File: config.mk
export PLATFORM = sky130hd
export DESIGN_NAME = press_detect
export DESIGN_NICKNAME = d
export VERILOG_FILES = /design/src/rtl/game_pkg.sv /design/src/rtl/press_detect.sv
export SDC_FILE = /design/constraint.sdc
export NUM_CORES = 1
export LEC_CHECK = 0
export BUFFER_PORTS_ARGS = -buffer_cell sky130_fd_sc_hd__buf_4
export CAP_MARGIN = 10
export CORE_AREA = 2 2 39 41
export CTS_CLUSTER_SIZE = 12
export DETAILED_ROUTE_END_ITERATION = 7
export DIE_AREA = 0 0 41 43
export PLACE_DENSITY = 0.33
export SLEW_MARGIN = 20
export SYNTH_ARGS = -nofsm -noshare
export SYNTH_HDL_FRONTEND = slang
export SYNTH_SLANG_ARGS = --single-unit
File: constraint.sdc
create_clock -name clk -period 1.25 [get_ports clk]
set_input_delay 0.1875 -clock clk [delete_from_list [all_inputs] [get_ports clk]]
set_output_delay 0.1875 -clock clk [all_outputs]
set_load 0.05 [all_outputs]
File: src/rtl/game_pkg.sv
// Shared types and width helpers for the memory-game blocks.
package game_pkg;

    localparam int unsigned PATTERN_W   = 4;
    localparam int unsigned MAX_LEN_DEF = 16;

    typedef enum logic [3:0] {
        StIdle,
        StFetch,
        StLatch,
        StPlayGap,
        StPlayShow,
        StWaitKey,
        StCheck,
        StFail,
        StWin
    } state_e;

    // Bits needed to hold 0..n-1, never less than one.
    function automatic int unsigned width_of(input int unsigned n);
        return (n <= 1) ? 1 : $clog2(n);
    endfunction

endpackage

File: src/rtl/press_detect.sv
// Rising-edge detector for the key pad: a press is any key down after a cycle with none down.
module press_detect
    import game_pkg::*;
(
    input  logic                 clk,
    input  logic                 reset,
    input  logic [PATTERN_W-1:0] key,
    output logic                 press,
    output logic [PATTERN_W-1:0] press_val
);

    logic [PATTERN_W-1:0] key_prev_q;

    always_ff @(posedge clk) begin
        if (reset) begin
            key_prev_q <= '0;
        end else begin
            key_prev_q <= key;
        end
    end

    always_comb begin
        press     = (key != '0) && (key_prev_q == '0);
        press_val = key;
    end

endmodule

==> qor_table.md, run 1 <==
| Quantity | Reported |
|:---|:---|
| Adder-cell area share of the yosys netlist | 0% |
| Area inside the core boundary | 1384 um2 |
| Distinct cell type count of the synthesized netlist | 6 |
| DR WL/cell | 7.390 um |
| Largest registers in the final layout | key_prev_q: 4 flops |
| Post-layout util | 19.26% |
| Total via count after detailed routing | 126 |
| Share of synthesized cell area in and, or, nand and nor gates | 27.87% |
| Fmax | 670.3 MHz |
| Clock net sink count | 4 |
| Synthesized flop and latch total | 4 |
| Minimum hold slack | 135.8 ps |
| Post-Synthesis Cells | 15 |
| Most used flip-flop cell after synthesis | sky130_fd_sc_hd__dfxtp_1 |
| Required time reported for the critical path endpoint | 1060 ps |
| Fraction of registers with async set or reset after synthesis | 0% |
| Final min period | 1492 ps |
| Ant. Diodes | 0 |
| First DRT Iteration DRCs | 0 |
| Area share of xor/xnor cells in the synthesized design | 0% |
| Headroom to the max-slew limit | 81.69% |
| GR peak layer | met4 |
| Final hold violations | 0 |
| Root buffer cell | sky130_fd_sc_hd__clkbuf_4 |
| Grt met1 use | 4.808% |
| # Max-Cap Violations | 0 |
| Starting density of the core | 11.03% |
| Top-area cell type share of the netlist area | 52.46% |
| Port Buffer Count | 10 |
| Post-CTS Repair Setup Buffers | 0 |
| Setup repair after global routing missed its margin | yes |
| Final count of pins violating max slew | 0 |
| Net count after synthesis | 21 |
| Global Route Usage Sum | 5.015% |
| Warnings, synthesis | 0 |
| Met2 Resource Use GR | 5.313% |
| Fill cell count | 151 |
| Flip-flop count of the largest register, all copies and words added | 4 |
| CTS clock-pin slew for the worst setup and hold paths | 40 ps |
| Overall power consumption | 0.3806 mW |
| Compound-Gate Fraction of Synth Area | 0% |
| Vias in the first global route | 134 |
| Top reg by flops | key_prev_q |
| CTS tree | yes |
| Min-Delay Path Depth | 2 |
| Top-Level Pins | 11 |
| Cell type with the highest aggregate area in the netlist | sky130_fd_sc_hd__dfxtp_1 |
| Minimum setup slack in the final design | -241.9 ps |
| Post-synthesis to final-layout area growth | 74.59% |
| Post-synth design cell area | 152.6 um2 |
| Pwr/cell area | 1428 nW/um2 |
| Pleak | 0.1196 nW |
| Seq/Total Area, Yosys | 52.46% |
| Number of cell rows | 14 |
| Floorplan die height | 43 um |
| Arr. time, crit path | 1300 ps |
| Violations in the final reports | negative setup slack |
| GR Overflow Total | 0 |
| DR vias/cell | 3.073 |
| Post-DRT Antenna Nets | 0 |
| Kind of launch point of the worst setup path | flip-flop |
| Dominant combinational cell family by area after synthesis | simple AND/OR/NAND/NOR gates |
| Avg Synthesized Cell Area | 10.18 um2 |
| DRC violation count after routing | 0 |
| Fraction of the cycle the final worst path needs | 119.4% |
| Path class of the lowest-slack min-delay path | in -> reg |
| Layout Nets | 33 |
| Initial DRT Pass Iterations | 1 |
| Clock buffer depth | 2 |
| Setup Viol. Count Final | 1 |
| Maximum vdd drop | 194.5 uV |
| Number of enable flip-flop cells after synthesis | 0 |
| Max H-tree Level | 1 |
| Worst Setup End Kind | primary output |
| Measured slew at the worst slew-check pin | 272.1 ps |
| Number of clock buffers inserted by TritonCTS | 3 |
| First-pass GRT wire length | 489 um |
| Total detailed-routing wirelength | 303 um |
| Area enclosed by the die boundary | 1763 um2 |
| Result of the run | complete, but fails checks |
| Maximum number of pins on one net before global-route repair | 5 |
| Number of antenna violations at the first check in global routing | 0 |
| Main area contributors after synthesis | sky130_fd_sc_hd__dfxtp_1, sky130_fd_sc_hd__buf_4, sky130_fd_sc_hd__nor2b_1, sky130_fd_sc_hd__or4_1, sky130_fd_sc_hd__nor4_1 |
| Final weighted congestion in routability-driven placement | 0.6346 |
| Critical-path maximum fanout | 1 |
| GR Util met3 | 1.571% |
| Class of the most critical setup path | reg -> out |
| Share of cells above drive strength 1 | 64.00% |
| Most instantiated cells after synthesis | sky130_fd_sc_hd__buf_4, sky130_fd_sc_hd__dfxtp_1, sky130_fd_sc_hd__nor2b_1 |
| Die extent in x | 41 um |
| Fraction of synthesized area in multiplexers | 0% |
[path summary, 6_finish.rpt]
| kind | from | end | slack [ps] |
|---|---|---|---|
| worst max-delay path | key_prev_q[1] | press | -240 |
| worst min-delay path | reset | key_prev_q[0] | 140 |
[timing repair]
action                                  in CTS  in global routing
gates resized for setup                      1                  1
gates cloned                                 0                  0
hold buffers                                 0                  0
endpoints found under the setup margin       1                  1
[kinds of logic (layout without fill, tap and decap cells)]
| group | count (synthesis) | after routing |
|---|---|---|
| simple gates | 7 | 7 |
| buf+inv | 4 | 14 |
| flops | 4 | 4 |
[area by class of cell]
type                            count  area [um2]  share of cell area (%)
Clock buffer                        3       22.52                   8.451
Multi-Input combinational cell      7       53.80                   20.19
Sequential cell                     4       80.08                   30.05
Tap cell                           16       20.02                   7.512
Timing Repair Buffer               11       90.09                   33.80
[metrics by stage]
| stage | instance area (um2) | worst slack, ps | TNS [ps] | std cells |
|---|---|---|---|---|
| detailed placement | 236.5 | -27.37 | -27.37 | 38 |
| CTS | 262.8 | -257.2 | -257.2 | 41 |
| global placement | 236.5 | -19.26 | -19.26 | 38 |
| finish | 266.5 | -241.9 | -241.9 | 41 |
| floorplan | 163.9 | -22.57 | -22.57 | 15 |
| global route | 266.5 | -280.5 | -280.5 | 41 |
[placed cells by master (no fill, tap or decap)]
| cell | synthesis | final |
|---|---|---|
| sky130_fd_sc_hd__clkbuf_4 | 0 | 3 |
| sky130_fd_sc_hd__buf_4 | 4 | 10 |
| sky130_fd_sc_hd__dfxtp_1 | 4 | 4 |
| sky130_fd_sc_hd__nor4_1 | 1 | 1 |
| sky130_fd_sc_hd__nor2_4 | 0 | 1 |
| sky130_fd_sc_hd__buf_8 | 0 | 1 |
| sky130_fd_sc_hd__or4_4 | 0 | 1 |
| sky130_fd_sc_hd__nor2b_1 | 4 | 4 |
[metal layers]
metal | vias to the layer above | wire, um | share of wire, %
li1 | 65 | - | -
met1 | 46 | 117 | 39
met2 | 13 | 108 | 36
met3 | 2 | 58 | 19
met4 | 0 | 18 | 5.9
met5 | - | 0 | 0
[critical path, stage by stage, from the launching register on]
cell	delay, ps
sky130_fd_sc_hd__dfxtp_1	290
sky130_fd_sc_hd__or4_4	530
sky130_fd_sc_hd__nor2_4	100
sky130_fd_sc_hd__buf_8	150
[where the power goes]
part / total [mW] / internal (mW) / switching (mW)
combinational: 0.0862 / 0.0363 / 0.0499
sequential: 0.137 / 0.135 / 0.00160
clock: 0.158 / 0.107 / 0.0503
total: 0.381 / 0.279 / 0.102
(Power assumes the default switching activity.)
==> run 2, diff against run 1 <==
- PLACE_DENSITY: 0.33 -> 0.42
==> run 2 against run 1 <==
The flow still finishes with violations (negative setup slack). Cell area unchanged. Maximum frequency hardly changed. Sequential power is essentially flat. Sequential share of layout area unchanged. Non-clock buffer count unchanged. Via count up 8.7%. Die area stayed put. Final cell count stayed put. Largest cell class unchanged. Highest routed layer is now met3.
==> qor_table.md, run 2 (same netlist as run 1, synthesis figures left out) <==
| Quantity | Reported | Delta |
|:---|:---|:---|
| GR Overflow Total | 0 | unchanged |
| Final min period | 1491 ps | -1.346 ps |
| Setup repair after global routing missed its margin | yes |  |
| Headroom to the max-slew limit | 85.08% | +3.4 points |
| Root buffer cell | sky130_fd_sc_hd__clkbuf_4 |  |
| Starting density of the core | 11.03% | unchanged |
| Class of the most critical setup path | reg -> out |  |
| CTS tree | yes |  |
| Port Buffer Count | 10 | unchanged |
| First-pass GRT wire length | 621 um | +27% |
| Final weighted congestion in routability-driven placement | 0.5372 | -15% |
| Layout Nets | 33 | unchanged |
| Number of clock buffers inserted by TritonCTS | 3 | unchanged |
| Floorplan die height | 43 um | unchanged |
| Post-CTS Repair Setup Buffers | 0 | unchanged |
| Minimum setup slack in the final design | -240.6 ps | +1.346 ps |
| Pwr/cell area | 1434 nW/um2 | +0.40% |
| Critical-path maximum fanout | 1 | unchanged |
| Clock buffer depth | 2 | unchanged |
| Max H-tree Level | 1 | unchanged |
| Setup Viol. Count Final | 1 | unchanged |
| Total via count after detailed routing | 137 | +8.7% |
| Fill cell count | 157 | +4.0% |
| Largest registers in the final layout | key_prev_q: 4 flops |  |
| Worst slack after detailed placement | -24.49 ps | +2.879 ps |
| Minimum hold slack | 145.1 ps | +9.391 ps |
| Area occupied by multi-input gates | 53.80 um2 | unchanged |
| Fmax | 670.9 MHz | about the same |
| Final count of pins violating max slew | 0 | unchanged |
| Share of cells above drive strength 1 | 64.00% | unchanged |
| Vias in the first global route | 153 | +14% |
| # Max-Cap Violations | 0 | unchanged |
| Post-DRT Antenna Nets | 0 | unchanged |
| Violations in the final reports | negative setup slack |  |
| CTS clock-pin slew for the worst setup and hold paths | 40 ps | about the same |
| DRC violation count after routing | 0 | unchanged |
| Required time reported for the critical path endpoint | 1060 ps | about the same |
| Final hold violations | 0 | unchanged |
| Maximum vdd drop | 205.5 uV | +5.6% |
| Total detailed-routing wirelength | 400 um | +32% |
| Maximum number of pins on one net before global-route repair | 5 | unchanged |
| Fraction of the cycle the final worst path needs | 119.2% | about the same |
| Global Route Usage Sum | 6.118% | +1.1 points |
| Die extent in x | 41 um | unchanged |
| Flip-flop count of the largest register, all copies and words added | 4 | unchanged |
| Number of cell rows | 14 | unchanged |
| DR WL/cell | 9.756 um | +32% |
| Area enclosed by the die boundary | 1763 um2 | unchanged |
| Clock net sink count | 4 | unchanged |
| First DRT Iteration DRCs | 2 | +2 |
| Top-Level Pins | 11 | unchanged |
| Post-synthesis to final-layout area growth | 74.59% | unchanged |
| Initial DRT Pass Iterations | 2 | +1 |
| Ant. Diodes | 0 | unchanged |
| Worst Setup End Kind | primary output |  |
| Area inside the core boundary | 1384 um2 | unchanged |
| Kind of launch point of the worst setup path | flip-flop |  |
| Measured slew at the worst slew-check pin | 221.8 ps | -50.28 ps |
| Top reg by flops | key_prev_q |  |
| Most frequent standard cell in the layout excluding fill and tap cells | sky130_fd_sc_hd__buf_4 |  |
| Number of antenna violations at the first check in global routing | 0 | unchanged |
| DR vias/cell | 3.341 | +8.7% |
| Pleak | 0.1196 nW | unchanged |
| Area of all sequential standard cells | 80.08 um2 | unchanged |
| Arr. time, crit path | 1300 ps | about the same |
| Top library cells by usage in the layout, fill and taps aside | sky130_fd_sc_hd__buf_4, sky130_fd_sc_hd__nor2b_1, sky130_fd_sc_hd__dfxtp_1 |  |
| Path class of the lowest-slack min-delay path | in -> reg |  |
| Result of the run | complete, but fails checks |  |
run 2: cell counts in the layout (fill, tap and decap cells not counted):
Identical to the previous run, type by type.
run 2: report_power, final:
part | switching [mW] | leakage [nW] | total (mW) | internal (mW)
clock | 0.0498 | 0.0138 | 0.157 | 0.107
sequential | 0.00185 | 0.0333 | 0.137 | 0.135
combinational | 0.0516 | 0.0725 | 0.0880 | 0.0364
total | 0.103 | 0.120 | 0.382 | 0.279
run 2: metrics by stage:
stage	TNS, ps	cells	util [%]	cell area [um2]	power (mW)
finish	-240.6	41	19.26	266.5	0.3821
global route	-272.8	41	19.26	266.5	0.4043
CTS	-248.9	41	18.99	262.8	0.3901
detailed placement	-24.49	38	17.09	236.5	0.2225
global placement	-25.68	38	17.09	236.5	0.2218
floorplan	-22.57	15	-	163.9	0.1972
run 2: worst max-delay path, stage by stage, from the launching register on:
cell and delay (ps):
sky130_fd_sc_hd__dfxtp_1 290, sky130_fd_sc_hd__or4_4 530, sky130_fd_sc_hd__nor2_4 100, sky130_fd_sc_hd__buf_8 150
run 2: worst paths after layout:
kind	startpoint	endpoint	slack, ps	depth (start not counted)
max	key_prev_q[1]	press	-240	3
min	reset	key_prev_q[3]	150	2
run 2: final cells by class:
cell class                 instances  area share [%]
sequential                         4           30.05
timing repair buffer              11           33.80
clock buffer                       3           8.451
tap                               16           7.512
multi-input combinational          7           20.19
run 2: routing by layer:
metal	vias to the layer above	GRT usage, %	routed length [um]
li1	66	-	-
met1	62	5.128	135
met2	9	7.500	208
met3	0	3.141	56
met4	0	10.00	0
met5	-	0	0
run 2: repair_timing:
action,CTS,global route
resized for setup,1,1
hold buffers,0,0
endpoints found under the setup margin,1,1
